`src/rtl/param_readback_tx_pkg.sv`:
```
// Shared constants, frame layout offsets, FSM state type and CRC-8 step for the
// parameter readback serializer.
package readback_pkg;

    localparam logic [7:0] HEADER_BYTE = 8'hA5;
    localparam int         FRAME_LEN   = 23;
    localparam int         PAYLOAD_LEN = 21;

    // Byte offsets within the frame; multi-byte fields are little-endian
    localparam int OFF_PER      = 1;
    localparam int OFF_P1WID    = 5;
    localparam int OFF_DEL      = 9;
    localparam int OFF_P2WID    = 13;
    localparam int OFF_CP       = 17;
    localparam int OFF_P_BL     = 18;
    localparam int OFF_P_BL_OFF = 19;
    localparam int OFF_FLAGS    = 21;
    localparam int OFF_CHECK    = 22;

    localparam logic [7:0] CRC_POLY = 8'h07;

    typedef enum logic [1:0] {
        ST_IDLE,
        ST_LOAD,
        ST_SEND,
        ST_FINISH
    } state_t;

    // One byte of MSB-first CRC-8, no reflection
    function automatic logic [7:0] crc8_update(input logic [7:0] crc, input logic [7:0] data);
        logic [7:0] c;
        c = crc ^ data;
        for (int i = 0; i < 8; i++) begin
            c = c[7] ? ((c << 1) ^ CRC_POLY) : (c << 1);
        end
        return c;
    endfunction

endpackage

```
`src/rtl/param_readback_tx_if.sv`:
```
// Request/status handshake plus the live pulse parameter set seen by the
// readback serializer.
interface param_readback_tx_if;
    logic        req;
    logic [31:0] per;
    logic [31:0] p1wid;
    logic [31:0] del;
    logic [31:0] p2wid;
    logic [7:0]  cp;
    logic [7:0]  p_bl;
    logic [15:0] p_bl_off;
    logic        pu;
    logic        bl;
    logic        busy;
    logic        done;

    modport master (
        output req, per, p1wid, del, p2wid, cp, p_bl, p_bl_off, pu, bl,
        input  busy, done
    );

    modport slave (
        input  req, per, p1wid, del, p2wid, cp, p_bl, p_bl_off, pu, bl,
        output busy, done
    );
endinterface

```
`src/rtl/param_readback_tx_uart_tx_byte.sv`:
```
// 8N1 byte transmitter; ready rises in the last stop-bit cycle so a new start
// bit can follow with no idle gap.
module uart_tx_byte #(
    parameter int CLKS_PER_BIT = 104
) (
    input  logic       clk,
    input  logic       resetn,
    input  logic       start,
    input  logic [7:0] data,
    output logic       tx,
    output logic       ready
);
    localparam int              CW        = $clog2(CLKS_PER_BIT);
    localparam logic [CW-1:0]   BAUD_LAST = CW'(CLKS_PER_BIT - 1);

    logic [CW-1:0] baud_cnt_reg;
    logic [3:0]    bit_cnt_reg;
    logic [7:0]    data_reg;
    logic          active_reg;
    logic          tx_reg;
    logic          bit_end;

    assign bit_end = (baud_cnt_reg == BAUD_LAST);
    assign ready   = !active_reg || (bit_end && bit_cnt_reg == 4'd9);
    assign tx      = tx_reg;

    // bit_cnt 0 is the start bit, 1..8 data LSB first, 9 the stop bit
    always_ff @(posedge clk or negedge resetn) begin
        if (!resetn) begin
            baud_cnt_reg <= '0;
            bit_cnt_reg  <= '0;
            data_reg     <= '0;
            active_reg   <= 1'b0;
            tx_reg       <= 1'b1;
        end else if (start && ready) begin
            data_reg     <= data;
            baud_cnt_reg <= '0;
            bit_cnt_reg  <= '0;
            active_reg   <= 1'b1;
            tx_reg       <= 1'b0;
        end else if (active_reg) begin
            if (bit_end) begin
                baud_cnt_reg <= '0;
                if (bit_cnt_reg == 4'd9) begin
                    active_reg <= 1'b0;
                    tx_reg     <= 1'b1;
                end else begin
                    bit_cnt_reg <= bit_cnt_reg + 4'd1;
                    tx_reg      <= (bit_cnt_reg == 4'd8) ? 1'b1 : data_reg[bit_cnt_reg[2:0]];
                end
            end else begin
                baud_cnt_reg <= baud_cnt_reg + 1'b1;
            end
        end
    end

endmodule

```
`src/rtl/param_readback_tx.sv`:
```
// Snapshots the pulse parameter set and sends it as a 23-byte UART frame.
// Define READBACK_CRC8_EN to replace the XOR check byte with CRC-8 (poly 0x07).
module param_readback_tx
    import readback_pkg::*;
#(
    parameter int CLK_HZ = 12000000,
    parameter int BAUD   = 115200
) (
    input  logic                 clk,
    input  logic                 resetn,
    param_readback_tx_if.slave   bus,
    output logic                 RS232_Tx
);
    localparam int CLKS_PER_BIT = (CLK_HZ + BAUD / 2) / BAUD;

    logic [PAYLOAD_LEN*8-1:0] payload_in;
    logic [7:0]               payload_bytes [PAYLOAD_LEN];
    logic [7:0]               payload_reg   [PAYLOAD_LEN];

    state_t     state_reg, state_next;
    logic [4:0] idx_reg, idx_next;
    logic [7:0] check_reg, check_next;
    logic [7:0] check_upd;
    logic [4:0] payload_sel;
    logic [7:0] cur_byte;
    logic       tx_start;
    logic [7:0] tx_data;
    logic       tx_ready;

    // Little-endian packing: bit 0 of payload_in is bit 0 of frame byte 1
    assign payload_in = {6'b0, bus.bl, bus.pu, bus.p_bl_off, bus.p_bl, bus.cp,
                         bus.p2wid, bus.del, bus.p1wid, bus.per};

    for (genvar gi = 0; gi < PAYLOAD_LEN; gi++) begin : g_payload
        assign payload_bytes[gi] = payload_in[gi*8 +: 8];
    end

    always_ff @(posedge clk) begin
        if (state_reg == ST_LOAD) begin
            payload_reg <= payload_bytes;
        end
    end

    assign payload_sel = idx_reg - 5'd1;
    assign cur_byte    = (idx_reg == 5'(OFF_CHECK)) ? check_reg : payload_reg[payload_sel];

`ifdef READBACK_CRC8_EN
    assign check_upd = crc8_update(check_reg, cur_byte);
`else
    assign check_upd = check_reg ^ cur_byte;
`endif

    always_ff @(posedge clk or negedge resetn) begin
        if (!resetn) begin
            state_reg <= ST_IDLE;
            idx_reg   <= '0;
            check_reg <= '0;
        end else begin
            state_reg <= state_next;
            idx_reg   <= idx_next;
            check_reg <= check_next;
        end
    end

    // The header goes out straight from LOAD so the start bit lands one cycle later
    always_comb begin
        state_next = state_reg;
        idx_next   = idx_reg;
        check_next = check_reg;
        tx_start   = 1'b0;
        tx_data    = HEADER_BYTE;
        case (state_reg)
            ST_IDLE: begin
                if (bus.req) begin
                    state_next = ST_LOAD;
                end
            end
            ST_LOAD: begin
                tx_start   = 1'b1;
                tx_data    = HEADER_BYTE;
                idx_next   = 5'd1;
                check_next = 8'h00;
                state_next = ST_SEND;
            end
            ST_SEND: begin
                if (tx_ready) begin
                    if (idx_reg == 5'(FRAME_LEN)) begin
                        state_next = ST_FINISH;
                    end else begin
                        tx_start = 1'b1;
                        tx_data  = cur_byte;
                        idx_next = idx_reg + 5'd1;
                        if (idx_reg != 5'(OFF_CHECK)) begin
                            check_next = check_upd;
                        end
                    end
                end
            end
            ST_FINISH: begin
                state_next = ST_IDLE;
            end
            default: begin
                state_next = ST_IDLE;
            end
        endcase
    end

    assign bus.busy = (state_reg != ST_IDLE);
    assign bus.done = (state_reg == ST_FINISH);

    uart_tx_byte #(
        .CLKS_PER_BIT(CLKS_PER_BIT)
    ) u_tx (
        .clk   (clk),
        .resetn(resetn),
        .start (tx_start),
        .data  (tx_data),
        .tx    (RS232_Tx),
        .ready (tx_ready)
    );

endmodule

```
`src/flat_wrapper.sv`:
```
// flat-port wrapper written by rule: the top's interface ports become plain ports
module param_readback_tx_flat import readback_pkg::*;
#(
    parameter int CLK_HZ = 12000000,
    parameter int BAUD   = 115200
)
  (clk, resetn, RS232_Tx, bus_req, bus_per, bus_p1wid, bus_del, bus_p2wid, bus_cp, bus_p_bl, bus_p_bl_off, bus_pu, bus_bl, bus_busy, bus_done);
  param_readback_tx_if bus_i ();
  input  logic clk;
  input  logic resetn;
  output logic RS232_Tx;
  input wire logic [$bits(bus_i.req)-1:0] bus_req;
  input wire logic [$bits(bus_i.per)-1:0] bus_per;
  input wire logic [$bits(bus_i.p1wid)-1:0] bus_p1wid;
  input wire logic [$bits(bus_i.del)-1:0] bus_del;
  input wire logic [$bits(bus_i.p2wid)-1:0] bus_p2wid;
  input wire logic [$bits(bus_i.cp)-1:0] bus_cp;
  input wire logic [$bits(bus_i.p_bl)-1:0] bus_p_bl;
  input wire logic [$bits(bus_i.p_bl_off)-1:0] bus_p_bl_off;
  input wire logic [$bits(bus_i.pu)-1:0] bus_pu;
  input wire logic [$bits(bus_i.bl)-1:0] bus_bl;
  output wire logic [$bits(bus_i.busy)-1:0] bus_busy;
  output wire logic [$bits(bus_i.done)-1:0] bus_done;
  assign bus_i.req = bus_req;
  assign bus_i.per = bus_per;
  assign bus_i.p1wid = bus_p1wid;
  assign bus_i.del = bus_del;
  assign bus_i.p2wid = bus_p2wid;
  assign bus_i.cp = bus_cp;
  assign bus_i.p_bl = bus_p_bl;
  assign bus_i.p_bl_off = bus_p_bl_off;
  assign bus_i.pu = bus_pu;
  assign bus_i.bl = bus_bl;
  assign bus_busy = bus_i.busy;
  assign bus_done = bus_i.done;
  param_readback_tx #(.CLK_HZ(CLK_HZ), .BAUD(BAUD)) u_core (.clk(clk), .resetn(resetn), .bus(bus_i), .RS232_Tx(RS232_Tx));
endmodule
```
`config.mk`:
```
export PLATFORM = sky130hd
export DESIGN_NAME = param_readback_tx_flat
export DESIGN_NICKNAME = d
export VERILOG_FILES = /design/src/rtl/param_readback_tx_pkg.sv /design/src/rtl/param_readback_tx_if.sv /design/src/rtl/param_readback_tx_uart_tx_byte.sv /design/src/rtl/param_readback_tx.sv /design/src/flat_wrapper.sv
export SDC_FILE = /design/constraint.sdc
export NUM_CORES = 1
export LEC_CHECK = 0
export BUFFER_PORTS_ARGS = -buffer_cell sky130_fd_sc_hd__buf_2
export CAP_MARGIN = 20
export CORE_ASPECT_RATIO = 2
export CORE_MARGIN = 3
export CORE_UTILIZATION = 50
export CTS_CLUSTER_SIZE = 16
export DETAILED_ROUTE_END_ITERATION = 10
export GPL_ROUTABILITY_DRIVEN = 0
export PLACE_DENSITY = 0.81
export SYNTH_ARGS = -nofsm -noshare
export SYNTH_HDL_FRONTEND = slang
export SYNTH_SLANG_ARGS = --single-unit
```
`constraint.sdc`:
```
create_clock -name clk -period 6.25 [get_ports clk]
set_input_delay 1.25 -clock clk [delete_from_list [all_inputs] [get_ports clk]]
set_output_delay 1.25 -clock clk [all_outputs]
set_load 0.01 [all_outputs]
```
## Yosys cells after proc, flatten, opt, wreduce, memory -nomap -nowiden

Index checks and enable logic that the tools add are counted.

| operators by class | value |
|---|---|
| $add $sub $neg | 4 |
| $lt $le $gt $ge | 2 |
| equality and inequality tests | 15 |
| muxes and demuxes | 39 |
| bitwise operators | 2 |
| reductions and logical operators | 14 |

Operators with widths:

| kind | number |
|---|---|
| two-way mux 8 bit | 9 |
| binary-select mux 8 bit (select 5 bit) | 1 |
| two-way mux 7 bit | 3 |
| two-way mux 4 bit | 4 |
| one-hot mux 8 bit (2 select lines) | 1 |
| two-way mux 1 bit | 12 |
| equality test 5 bit, second input constant | 2 |
| two-way mux 5 bit | 2 |
| one-hot mux 5 bit (2 select lines) | 1 |
| AND reduction 3 bit | 3 |
| equality test 4 bit, second input constant | 2 |
| one-hot mux 2 bit (4 select lines) | 1 |
| nonzero test 2 bit | 4 |
| XOR 8 bit | 1 |
| adder 7 x 1 -> 7 bit, second input constant | 1 |
| equality test 7 bit, second input constant | 1 |
| greater-or-equal comparator 6 bit, second input constant | 1 |
| two-way mux 2 bit | 3 |
| != test 2 x 1 -> 1 bit, second input constant | 3 |
| != test 2 bit, second input constant | 3 |
| NOT 5 -> 6 bit | 1 |
| adder 5 x 1 -> 5 bit, second input constant | 1 |
| != test 5 bit, second input constant | 1 |
| subtractor 5 x 1 -> 5 bit, second input constant | 1 |
| other kinds (12) | 14 |

| storage, ports and cells | value |
|---|---|
| register bits | 198 |
| input port bits | 165 |
| output and inout port bits | 3 |
| logic and storage cells | 105 |

## Logic depth before layout (Yosys ltp)

Gate-level depths: netlist (run 1).

| logic depth | value |
|---|---|
| depth after elaboration | 11 |
| mapped depth | 13 |
| mapped depth without buffers | 8 |

## Modules after synthesis

A second synthesis (run 1) with hierarchy kept.

| unflattened totals | value |
|---|---|
| cells, all modules | 508 |
| area, all modules | 8563.2 sq um |

By module, submodules not included:

| module | instances | cells an instance | area each (sq um) | sequential area each (sq um) |
|---|---|---|---|---|
| param_readback_tx | 1 | 418 | 7487.2 | 5240.0 |
| uart_tx_byte | 1 | 90 | 1076.0 | 526.8 |

## Worst setup path before layout (run 1)

Ideal clock, no wire load.

| timing | value |
|---|---|
| path kind | register -> register |
| start point | reg u_core.state_reg[1] |
| end point | reg u_core.u_tx.bit_cnt_reg[0] |
| setup time | 0.065 ns |
| data arrival time | 5.603 ns |
| required time | 6.185 ns |
| path slack | 0.581 ns |
| cell stages (with the launch flop) | 8 |
| path buffers | 0 |
| period minus slack after synthesis | 5.669 ns |
| cell sequence | dfrtp_1 inv_1 ha_1 a21oi_2 o31ai_2 o21ai_0 or3_1 nand2_1 |

| between the ends | value |
|---|---|
| cells in the longest elaborated chain, start to end | 5 |
| elaborated cells between the ends (all ways) | 9 |
| those cells by class | 3 x eq/ne; 2 x mux; 4 x reduce/logical |

Ends and longest elaborated chain:

| what | line | text |
|---|---|---|
| start: declaration | param_readback_tx.sv:20 | `state_t state_reg, state_next;` |
| start signal: assignment | param_readback_tx.sv:59 | `state_reg <= state_next;` |
| equality test 2 bit / equality test 2 x 1 -> 1 bit (equally long branches) | param_readback_tx.sv:72 | `case (state_reg)` |
| one-hot mux 1 bit (2 select lines) (*) | param_readback_tx.sv:72 |  |
| logical AND 1 bit (*) | param_readback_tx_uart_tx_byte.sv:35 | `end else if (start && ready) begin` |
| != test 2 x 1 -> 1 bit (no line) / nonzero test 2 bit (equally long branches) | n/a |  |
| AND reduction 3 bit (no line) | n/a |  |
| end signal: assignment | param_readback_tx_uart_tx_byte.sv:48 | `bit_cnt_reg <= bit_cnt_reg + 4'd1;` |
| end: declaration | param_readback_tx_uart_tx_byte.sv:17 | `logic [3:0] bit_cnt_reg;` |

Mark *: on every way between the ends. The rest lies on a longest branch, timed or not.
A chain may end at the register's enable or synchronous reset.

## Worst setup path after layout (run 1)

| timing | value |
|---|---|
| start point | reg u_core.idx_reg[0] |
| end point | reg u_core.u_tx.data_reg[1] |

| between the ends | value |
|---|---|
| cells in the longest elaborated chain, start to end | 9 |
| elaborated cells between the ends (all ways) | 15 |
| those cells by class | 1 x add/sub; 2 x eq/ne; 10 x mux; 1 x bitwise; 1 x reduce/logical |

Ends and longest elaborated chain:

| what | line | text |
|---|---|---|
| start: declaration | param_readback_tx.sv:21 | `logic [4:0] idx_reg, idx_next;` |
| start signal: assignment | param_readback_tx.sv:60 | `idx_reg <= idx_next;` |
| subtractor 5 x 1 -> 5 bit | param_readback_tx.sv:44 | `assign payload_sel = idx_reg - 5'd1;` |
| NOT 5 -> 6 bit (implied by the code) | param_readback_tx.sv:45 | `assign cur_byte = (idx_reg == 5'(OFF_CHECK)) ? check_reg : payload_reg[payload_sel];` |
| binary-select mux 8 bit (select 5 bit) | param_readback_tx.sv:45 |  |
| two-way mux 8 bit (implied by the code) (2 in a row) | param_readback_tx.sv:45 |  |
| two-way mux 8 bit | param_readback_tx.sv:45 |  |
| two-way mux 8 bit | param_readback_tx.sv:87 | `if (idx_reg == 5'(FRAME_LEN)) begin` |
| two-way mux 8 bit | param_readback_tx.sv:86 | `if (tx_ready) begin` |
| two-way mux 8 bit | param_readback_tx.sv:72 |  |
| end signal: assignment | param_readback_tx_uart_tx_byte.sv:36 | `data_reg <= data;` |
| end: declaration | param_readback_tx_uart_tx_byte.sv:18 | `logic [7:0] data_reg;` |

Several ways; a longest one is shown, not always the timed one. The select of a mux whose other input is x is not followed.

==> results.cfg, run 1 <==
[drt]
first_pass_iters = 5
drcViolationCount = 0
drtIter0Drc = 375
wirelength_mm = 18.6
wl_per_cell_um = 20.5
final_antenna_net_count = 0
viasPerCell = 5.71
vias = 5159

[global_route]
grt_max_degree = 87
grt_pass1_vias = 5617
grt_pass1_wl_mm = 28.4
grtUsageTotal_pct = 20.1
overflow = 0
antenna_found_initial = 0

[sta]
hold_viol = 0
rsz0062_at_grt = no
period_needed_ns = 3.85
period_share_pct = 61.5
finalSetupViolations = 0
skew_ns = 0.00942
slew-limit-headroom_pct = 28.3
holdWs_ns = 0.483
finalSetupTns_ns = 0
max_freq_mhz = 260
setup_slack_ns = 2.40
drv_slew = 0
tightestPinTransition_ns = 1.07

[outcome]
status = finished, final reports clean

[logic_synthesis]
synthDominantCellAreaShare_pct = 56.4
ys_warn_count = 0
synth_fp_nets = 701
yosysSeqAreaShare_pct = 66.8
synth_seq_cells = 198
avgSynthCellArea_um2 = 16.5
yosysUniqueCellTypes = 66
synth_common_cells = edfxtp_1 (162), nand2_1 (41), dfrtp_1 (35)
synth_area_leaders = edfxtp_1 (56%), dfrtp_1 (10%), mux4_2 (8.9%)
postSynth.asyncResetShare_pct = 18.2
synthCells = 524
yosys.area.top_type = edfxtp_1
syn_area_mm2 = 0.00863
yosysMostFrequentCell = edfxtp_1
synth-main-ff-cell = edfxtp_1
synth_edf_count = 162

[worst_setup_path]
path_class = register to register
start_kind = register
cp_max_fo = 54
arrival_ns = 4.16
max_stage_delay_ns = 1.01
crit_chain = inv_1 > ha_2 > buf_4 > mux4_2 > nand2_1 > o21ai_0 > a21oi_2 > a31oi_1 > a22o_1
cp_slowest_cell = dfrtp_4
cp.required_ns = 6.56
cp-end-kind = register

[cells_and_area]
drive_gt1_share_pct = 37.9
post-route-cell-area_mm2 = 0.0101
final_core_util_pct = 60.2
area_growth_pct = 17.5
layoutNonFillerInstCount = 904
nets = 862
largest_reg_flops = 162
n_antenna_cell = 0

[floorplanning]
rows = 67
die_y_um = 192
core-area_mm2 = 0.0168
start_util_pct = 51.2
dieArea_mm2 = 0.0190
io_pins = 168
die_x_um = 98.9

[clock_network]
cts_resized = 0
cts_tree = done
cts-root-buf = clkbuf_16
cts_sinks = 198
post_cts_buffers = 0
htree_levels = 4
clock_latency_ns = 0.43
hold_buffers = 0
cts_made_buffers = 17
clock_path_buffers = 2
clkSlewWorstSetupHoldPaths_ns = 0.07

[placement]
portBuffers = 167
post_dp_cell_area_mm2 = 0.00957
dp_cells = 873
dp_slack_ns = 2.40
dpl.hpwl_mm = 13.7

[power]
p_leak_nw = 4.03
peakVddDrop_mv = 0.292
finalPower_mw = 4.79
cellPowerDensity_mw_per_mm2 = 472

[flow_run]
max-cap-violations = 0

[worst_hold_path]
hp-class = register to register
## critical path: cells and delay by family (launching register included)
kind	cells	cell delay, ns
AO/OA/AOI/OAI	4	0.67
adder cells (fa/ha/maj)	1	0.82
buffers and inverters	2	0.75
flip-flops	1	1.01
multiplexers	1	0.36
AND/OR/NAND/NOR	1	0.08
## cell type report
class                      count  area [um^2]
sequential                   198         5770
clock inverter                14          151
inverter                      11         41.3
timing repair buffer         170          858
fill                        1219         6710
clock buffer                  17          425
multi-input combinational    287         2640
tap                          207          259
## routing by layer
metal	global-route usage [%]	part of all wire (%)	wire length, um	vias up
li1	-	-	-	2377
met1	19.7	31	5840	2569
met2	38.1	60	11200	172
met3	3.78	4.4	815	41
met4	11.9	4.0	749	0
met5	0	0	0	-
## path summary, 6_finish.rpt
kind                                   start                    endpoint  slack, ns  depth (start not counted)
max in group asynchronous             resetn           u_core.idx_reg[0]       4.74                          1
min                           u_core.u_tx.tx              u_core.u_tx.tx       0.48                          2
min in group asynchronous             resetn  u_core.u_tx.bit_cnt_reg[3]       0.91                          1
max                        u_core.idx_reg[0]     u_core.u_tx.data_reg[1]       2.40                          9
min reg2reg                   u_core.u_tx.tx              u_core.u_tx.tx       0.48                          2
max reg2reg                u_core.idx_reg[0]     u_core.u_tx.data_reg[1]       2.40                          9
## cells in the final DEF, fill, tap and decap left out, types with 3 or more instances in the layout
| master | n |
|---|---|
| buf_2 | 167 |
| edfxtp_1 | 162 |
| nand2_1 | 41 |
| mux4_2 | 34 |
| dfrtp_1 | 34 |
| nor2_1 | 22 |
| mux2i_1 | 22 |
| o21ai_0 | 20 |
| clkbuf_16 | 17 |
| a21oi_1 | 15 |
| inv_1 | 11 |
| nand3_1 | 10 |
| ha_1 | 10 |
| a22o_1 | 8 |
| a21o_1 | 6 |
| a21oi_2 | 5 |
| nand4_1 | 5 |
| a31oi_1 | 5 |
| xor2_1 | 5 |
| nand2b_1 | 4 |
| and3_1 | 4 |
| nor3_1 | 4 |
| o211ai_1 | 4 |
| o32ai_1 | 4 |
| clkinvlp_4 | 4 |
| nand3b_1 | 3 |
| xnor2_1 | 3 |
| nor2b_1 | 3 |
| o31ai_1 | 3 |
| o21ai_1 | 3 |
| and2_1 | 3 |
| clkinv_2 | 3 |
| inv_6 | 3 |
| buf_4 | 3 |
## cell families after synthesis
kind of cell    Yosys count  share of synthesized area [%]
mux                      60                           12.3
xor+xnor                 10                           1.19
flops                   198                           66.8
buf+inv                  39                           2.78
simple gates            109                           6.45
compound gates           96                           8.71
fa+ha+maj                12                           1.74
## power breakdown
part           leakage (nW)  internal [mW]  switching [mW]
combinational          1.78          0.682           0.836
clock                 0.274          0.591           0.478
sequential             1.98           1.95           0.252
(Power assumes the default switching activity.)
==> inputs of run 2 (changes only) <==
--- a/config.mk
+++ b/config.mk
@@ -13,7 +13,7 @@
 export CTS_CLUSTER_SIZE = 16
 export DETAILED_ROUTE_END_ITERATION = 10
 export GPL_ROUTABILITY_DRIVEN = 0
-export PLACE_DENSITY = 0.81
+export PLACE_DENSITY = 0.84
 export SYNTH_ARGS = -nofsm -noshare
 export SYNTH_HDL_FRONTEND = slang
 export SYNTH_SLANG_ARGS = --single-unit
==> constraint.sdc (replaced) <==
create_clock -name clk -period 3.3 [get_ports clk]
set_input_delay 0.66 -clock clk [delete_from_list [all_inputs] [get_ports clk]]
set_output_delay 0.66 -clock clk [all_outputs]
set_load 0.01 [all_outputs]
==> run 2 against run 1 <==
Against the previous run:
- non-clock buffer count is 4 higher
- clock-buffer cell count is 1 higher
- fmax is 42% higher
- die area stayed put
- power is 93% higher
- critical path type unchanged
==> results.cfg, run 2 (same netlist as run 1, synthesis figures left out) <==
[outcome]
status = finished, final reports clean

[global_route]
grt_pass1_wl_mm = 29.2
overflow = 0
grt_pass1_vias = 5668
grt_max_degree = 164
antenna_found_initial = 0
grtUsageTotal_pct = 20.4

[drt]
first_pass_iters = 5
vias = 5338
drtIter0Drc = 570
drcViolationCount = 0
wirelength_mm = 18.7
final_antenna_net_count = 0
wl_per_cell_um = 20.5
viasPerCell = 5.87

[clock_network]
post_cts_buffers = 0
cts-root-buf = clkbuf_16
cts_resized = 0
clkSlewWorstSetupHoldPaths_ns = 0.07
cts_made_buffers = 17
clock_path_buffers = 2
htree_levels = 4
clock_latency_ns = 0.43
cts_tree = done
cts_sinks = 198
hold_buffers = 0

[power]
peakVddDrop_mv = 0.680
p_leak_nw = 4.07
cellPowerDensity_mw_per_mm2 = 902

[floorplanning]
rows = 67
dieArea_mm2 = 0.0190
core-area_mm2 = 0.0168
die_x_um = 98.9
die_y_um = 192
start_util_pct = 51.2
io_pins = 168

[worst_setup_path]
crit_chain = inv_1 > ha_2 > buf_12 > mux2i_1 > mux4_2 > nor2_1 > a211oi_2 > o211ai_1 > o31ai_1
cp_num_buf_inv = 2
crit_family = flip-flops
max_stage_delay_ns = 0.68
cp_slowest_cell = dfrtp_1
arrival_ns = 3.00
path_class = register to register
rr_startpoint = u_core.idx_reg[1]
cp.required_ns = 3.59
cp_max_fo = 51
cp-startpoint = u_core.idx_reg[1]
start_kind = register
cp-end-kind = register

[placement]
dp_slack_ns = 0.617
portBuffers = 167
dpl.hpwl_mm = 13.6

[cells_and_area]
nets = 866
mostFrequentLayoutCell = buf_2
ff_latch_area_mm2 = 0.00577
drive_gt1_share_pct = 38.0
area_growth_pct = 18.5
nFillCells = 1187
n_antenna_cell = 0
largest_reg_flops = 162
layout_common_cells = buf_2 (167), edfxtp_1 (162), nand2_1 (41)
multiInputGateArea_mm2 = 0.00264

[sta]
skew_ns = 0.00692
drv_slew = 0
max_freq_mhz = 369
finalSetupViolations = 0
tightestPinTransition_ns = 0.900
rsz0062_at_grt = no
period_share_pct = 82.1
finalSetupTns_ns = 0
hold_viol = 0
period_needed_ns = 2.71
slew-limit-headroom_pct = 40.0
setup_slack_ns = 0.589

[worst_hold_path]
hp-class = input port to asynchronous set/reset pin

[flow_run]
max-cap-violations = 0
[run 2: changes by cell type in the layout (fill, tap and decap cells not counted), sizes merged]
cell	previous run	this run
clkbuf	17	18
buf	170	174
clkinvlp	4	2
bufinv	2	3
clkinv	4	5
[run 2: area by class of cell]
class                   count  area share [%]
inverters                  11           0.404
clock inverters            14            1.70
multi-input cells         287            25.8
flip-flops and latches    198            56.4
well taps                 207            2.53
clock buffers              18            4.20
repair buffers            174            8.94
[run 2: path summary, 6_finish.rpt]
path                                               to  slack (ns)  cells after the start
setup / recovery                  u_core.check_reg[2]        0.59                      9
hold / removal             u_core.u_tx.bit_cnt_reg[0]        0.32                      1
setup reg to reg                  u_core.check_reg[2]        0.59                      9
hold reg to reg                   u_core.check_reg[0]        0.49                      1
max in group asynchronous           u_core.idx_reg[0]        2.40                      1
min in group clk               u_core.payload_reg[20]        0.40                      1
[run 2: per-layer routing]
metal | routed length (um) | global-route usage, % | vias to the layer above
met5 | 0 | 0 | -
met4 | 952 | 12.0 | 0
met3 | 877 | 3.78 | 61
met2 | 10700 | 37.4 | 223
met1 | 6100 | 21.3 | 2666
li1 | - | - | 2388
[run 2: stage by stage]
step	total power [mW]	cells	hold WS [ns]	utilization [%]	instance area (um^2)
after CTS	9.28	909	0.335	60.7	10200
after floorplan	6.35	524	0.364	-	8640
after global routing	9.71	909	0.365	60.7	10200
after detailed placement	7.17	877	0.475	57.1	9620
after global placement	6.96	877	0.462	57.1	9620
final	9.22	909	0.321	60.7	10200
[run 2: where the power goes]
part	internal [mW]	leakage, nW	switching, mW
combinational	1.35	1.81	1.75
sequential	3.68	1.98	0.334
clock	1.20	0.291	0.893
